$ cat src/rtl/video_dram_arb.sv
// Slices DRAM time into 4-clk cycles and grants each cycle to video, tile-map, TS or Z80.
// Latency: grant decided at cyc2 one cycle ahead, data valid at cyc3 of the access; no backpressure, requests are levels.
module video_dram_arb #(
  parameter int AW = 21
) (
  input  logic          clk,
  input  logic          res_n,
  input  logic [AW-1:0] video_addr,
  input  logic [4:0]    video_bw,
  input  logic          video_go,
  input  logic [AW-1:0] tm_addr,
  input  logic          tm_req,
  input  logic [AW-1:0] ts_addr,
  input  logic          ts_req,
  input  logic          ts_z80_lp,
  input  logic [AW-1:0] cpu_addr,
  input  logic          cpu_req,
  output logic          video_pre_next,
  output logic          ts_pre_next,
  output logic          tm_pre_next,
  output logic          cpu_pre_next,
  output logic          video_next,
  output logic          ts_next,
  output logic          tm_next,
  output logic          cpu_next,
  output logic          video_strobe,
  output logic          next_video,
  output logic [AW-1:0] dram_addr,
  output logic          dram_req,
  output logic [1:0]    cyc
);

  localparam logic [2:0] OWN_IDLE  = 3'd0;
  localparam logic [2:0] OWN_VIDEO = 3'd1;
  localparam logic [2:0] OWN_TM    = 3'd2;
  localparam logic [2:0] OWN_TS    = 3'd3;
  localparam logic [2:0] OWN_CPU   = 3'd4;

  logic [4:0]    slot;
  logic [4:0]    last_slot;
  logic [4:0]    next_slot;
  logic [1:0]    win_w;
  logic [3:0]    win_n;
  logic [3:0]    bw_n;
  logic [3:0]    new_n;
  logic          video_slot;
  logic [2:0]    winner;
  logic [AW-1:0] winner_addr;
  logic [2:0]    pend_own;
  logic [AW-1:0] pend_addr;
  logic [2:0]    owner;

  always_comb begin
    last_slot = 5'd3;
    case (win_w)
      2'd0:    last_slot = 5'd3;
      2'd1:    last_slot = 5'd7;
      2'd2:    last_slot = 5'd15;
      default: last_slot = 5'd31;
    endcase
  end

  assign next_slot = (slot == last_slot) ? 5'd0 : slot + 5'd1;

  // Only the 4-slot window can be shorter than the requested video slot count.
  assign bw_n  = {1'b0, video_bw[2:0]} + 4'd1;
  assign new_n = (video_bw[4:3] == 2'd0 && bw_n > 4'd4) ? 4'd4 : bw_n;

  // Slot 0 of a window is always below N, so the stale N at a window boundary is harmless.
  assign video_slot = video_go && (next_slot < {1'b0, win_n});

  always_comb begin
    winner      = OWN_IDLE;
    winner_addr = video_addr;
    if (video_slot) begin
      winner      = OWN_VIDEO;
      winner_addr = video_addr;
    end else if (tm_req) begin
      winner      = OWN_TM;
      winner_addr = tm_addr;
    end else if (ts_z80_lp && cpu_req) begin
      winner      = OWN_CPU;
      winner_addr = cpu_addr;
    end else if (ts_req) begin
      winner      = OWN_TS;
      winner_addr = ts_addr;
    end else if (cpu_req) begin
      winner      = OWN_CPU;
      winner_addr = cpu_addr;
    end
  end

  always_ff @(posedge clk or negedge res_n) begin
    if (!res_n) begin
      cyc       <= 2'd0;
      slot      <= 5'd0;
      win_w     <= 2'd0;
      win_n     <= 4'd0;
      pend_own  <= OWN_IDLE;
      pend_addr <= '0;
      owner     <= OWN_IDLE;
      dram_addr <= '0;
    end else begin
      cyc <= cyc + 2'd1;
      if (cyc == 2'd0 && slot == 5'd0) begin
        win_w <= video_bw[4:3];
        win_n <= new_n;
      end
      if (cyc == 2'd2) begin
        pend_own  <= winner;
        pend_addr <= winner_addr;
      end
      if (cyc == 2'd3) begin
        slot  <= next_slot;
        owner <= pend_own;
        if (pend_own != OWN_IDLE) dram_addr <= pend_addr;
      end
    end
  end

  assign dram_req   = (owner != OWN_IDLE);
  assign next_video = (owner == OWN_VIDEO);

  assign video_pre_next = (cyc == 2'd2) && (winner == OWN_VIDEO);
  assign tm_pre_next    = (cyc == 2'd2) && (winner == OWN_TM);
  assign ts_pre_next    = (cyc == 2'd2) && (winner == OWN_TS);
  assign cpu_pre_next   = (cyc == 2'd2) && (winner == OWN_CPU);

  assign video_next   = (cyc == 2'd3) && (owner == OWN_VIDEO);
  assign tm_next      = (cyc == 2'd3) && (owner == OWN_TM);
  assign ts_next      = (cyc == 2'd3) && (owner == OWN_TS);
  assign cpu_next     = (cyc == 2'd3) && (owner == OWN_CPU);
  assign video_strobe = video_next;

endmodule

$ cat config.mk
export PLATFORM = sky130hd
export DESIGN_NAME = video_dram_arb
export DESIGN_NICKNAME = d
export VERILOG_FILES = /design/src/rtl/video_dram_arb.sv
export SDC_FILE = /design/constraint.sdc
export NUM_CORES = 1
export LEC_CHECK = 0
export ABC_AREA = 1
export CORE_ASPECT_RATIO = 2
export CORE_UTILIZATION = 45
export DETAILED_ROUTE_END_ITERATION = 10
export PLACE_DENSITY = 0.81
export SLEW_MARGIN = 20
export SYNTH_ARGS = -nofsm -noshare
export SYNTH_HDL_FRONTEND = slang
export SYNTH_SLANG_ARGS = --single-unit
$ cat constraint.sdc
create_clock -name clk -period 2.6 [get_ports clk]
set_clock_uncertainty 0.15 [all_clocks]
set_input_delay 0.39 -clock clk [delete_from_list [all_inputs] [get_ports clk]]
set_output_delay 0.39 -clock clk [all_outputs]
set_load 0.1 [all_outputs]
==> flow_summary_export.csv <==
group,metric,value,unit
run_status,status,"complete, but fails checks",
run_status,violations,"negative setup slack",
logic_synthesis,yosys_warnings,0,
logic_synthesis,synth.cell_area,3500,um^2
placement,dp_hpwl,7.88,mm
worst_setup_path,crit_path_start_kind,"register",
layout,diodes,0,
grt,grt_max_degree,53,
layout,final_cell_mix,"108 x nand2_1, 94 x clkdlybuf4s50_1, 59 x dfrtp_1",
layout,nets,673,
clock_tree,cts-root-buf,"clkbuf_16",
clock_tree,numCtsBuffers,9,
grt,grt_pass1_wl,17.5,mm
layout,fin_cells,666,
worst_setup_path,cp_data_required_time,2.06,ns
sta,fin_crit,2.96,ns
sta,period_share,1.14,
grt,grt_antenna_before_repair,0,
grt,grt_usage,0.283,
logic_synthesis,synth-seq-cells,61,
routing,routedWlPerCell,15.9,um
power_and_ir_drop,ir_drop,538,uV
routing,drtAntennaViolNets,0,
routing,routed_via_density,5.56,
sta,relSlewSlack,0.711,
grt,grt_pass1_vias,3887,
worst_setup_path,critical_path.max_fanout,4,
clock_tree,clk_latency,0.33,ns
hold_path,min_path_type,"in2async",
worst_setup_path,crit_arrival,2.42,ns
routing,drt_pre_antenna_iters,5,
sta,rsz0062_at_grt,"yes",
sta,holdWs,0.325,ns
layout,syn2layout_area_growth,58.1,%
placement,numPlacedInstances,643,
logic_synthesis,syn-num-nets,532,
routing,drc_errors,0,
floorplan,dieWidth,64.3,um
clock_tree,clock_path_buffers,2,
placement,place_ws,-0.0574,ns
power_and_ir_drop,leakagePower,2.45,nW
grt,grt-ovfl-total,0,
routing,vias,3705,
clock_tree,tritoncts,"built",
worst_setup_path,endpoint_kind,"output pin",
placement,routabilityCongestion,0.885,
sta,worst_slew_pin_slew,0.433,ns
sta,setup_viol,4,
sta,maxSlewViolCount,0,
logic_synthesis,avgSynthCellArea,8.21,um^2
layout,fillCellCount,574,
floorplan,ios,130,
placement,place_area,5090,um^2
floorplan,row_count,45,
flow_run,maxCapViolCount,0,
power_and_ir_drop,pwr_density_cell,818,nW/um^2
placement,port_buffers,129,
layout,fin_area,5530,um^2
sta,fmax,337,MHz
sta,fin_setup_tns,-1.33,ns
clock_tree,clkTransAtPathRegs,0.05,ns
floorplan,start_util,0.463,
routing,wl,10.6,mm
clock_tree,h-tree-depth,3,
clock_tree,numClockSinks,61,
sta,hold_viol_final,0,
layout,drive_above_1_share,0.219,
floorplan,core_area,7540,um^2
layout,final_common_cell,"nand2_1",
sta,layout_setup_ws,-0.365,ns
logic_synthesis,synth_cells,426,
logic_synthesis,seq_area_frac_synth,0.437,
routing,dr.first_iter.drc_count,147,
floorplan,die_height,127,um
floorplan,die_area,8150,um^2
worst_setup_path,worstSetupPathType,"reg2out",
logic_synthesis,synth_cell_types,31,
## report_power, final
| group | internal (mW) | switching [mW] | leakage [nW] |
|---|---|---|---|
| Combinational | 0.561 | 1.34 | 1.58 |
| Clock | 0.886 | 0.397 | 0.163 |
| Sequential | 1.18 | 0.163 | 0.705 |
| Total | 2.63 | 1.90 | 2.45 |
## critical path: stages (launching register included)
cell	delay, ns
dfrtp_1	0.41
ha_4	0.17
nand2_2	0.07
nor2_4	0.11
nand3_2	0.08
o21ai_2	0.08
a21oi_2	0.07
ha_1	0.30
nand2_1	0.05
inv_1	0.05
nand2_1	0.04
nand2_1	0.06
nand2_2	0.07
nand2_4	0.11
nand2_8	0.08
nor2_4	0.15
buf_12	0.18
## registers in the layout (all words and copies together), names as in the netlist
| name | cells |
|---|---|
| win_n | 4 |
| dram_addr | 21 |
| cyc | 2 |
| win_w | 2 |
| pend_addr | 21 |
| slot | 5 |
| owner | 3 |
| pend_own | 3 |
## stage by stage
| step | utilization | power [mW] |
|---|---|---|
| floorplan | - | 2.67 |
| global route | 0.732 | 4.72 |
| CTS | 0.729 | 4.53 |
| detailed placement | 0.674 | 3.21 |
| global placement | 0.674 | 3.17 |
| finish | 0.732 | 4.52 |
## synth_stat cells (all sizes together)
cell type  count  area, um^2
a21oi          9        45.0
o211ai         1        7.51
clkinv         1        3.75
nor2          16        62.6
nand4          7        43.8
o221ai        15         131
nor3           2        21.3
nand2        114         435
a31oi          3        18.8
nor4           4        25.0
or2            2        12.5
o21ai         30         150
inv           40         150
xor2           2        17.5
clkbuf        12        45.0
dfrtp         61        1530
a22o           1        8.76
o31ai          1        7.51
mux2          21         236
o22ai         12        75.1
ha            10         125
buf           12        87.6
nand3         49         250
xnor2          1        8.76
## cells by family after synthesis
| kind of cell | share of synthesized area |
|---|---|
| AND/OR/NAND/NOR | 0.243 |
| AO/OA/AOI/OAI | 0.127 |
| buffers and inverters | 0.0820 |
| flip-flops | 0.437 |
| multiplexers | 0.0676 |
| adder cells (fa/ha/maj) | 0.0358 |
| XOR/XNOR | 0.00752 |
## per-layer routing
| metal | wire (um) | global-route usage | part of all wire | vias to the layer above |
|---|---|---|---|---|
| li1 | - | - | - | 1737 |
| met1 | 3520 | 0.281 | 0.33 | 1774 |
| met2 | 6110 | 0.541 | 0.58 | 165 |
| met3 | 557 | 0.0396 | 0.053 | 29 |
| met4 | 411 | 0.154 | 0.039 | 0 |
| met5 | 0 | 0 | 0 | - |
## final timing paths
check | from | to | slack (ns) | cells past startpoint
worst max register to register | slot[0] | pend_own[1] | 0.14 | 15
worst max-delay path | slot[0] | cpu_pre_next | -0.36 | 16
min in group clk | pend_addr[15] | pend_addr[15] | 0.33 | 2
worst min-delay path | res_n | dram_addr[19] | 0.33 | 2
max in group asynchronous | res_n | cyc[1] | 1.41 | 3
worst min register to register | pend_addr[15] | pend_addr[15] | 0.33 | 2
## final cells by class
cell class	instances	area, um^2	share of cell area
Sequential cell	61	1530	0.278
Clock buffer	12	256	0.0464
Timing Repair Buffer	154	1530	0.277
Tap cell	94	118	0.0213
Clock inverter	4	70.1	0.0127
Inverter	41	154	0.0279
Multi-Input combinational cell	300	1860	0.337
## repair_timing
item	CTS	global route
resized for setup	7	7
setup buffers	5	3
setup endpoints to repair	4	23
gates cloned	0	0
hold buffers	1	0
pin swaps	5	8
endpoints found under the hold margin	9	0
Power figures use the tool's default switching activity.
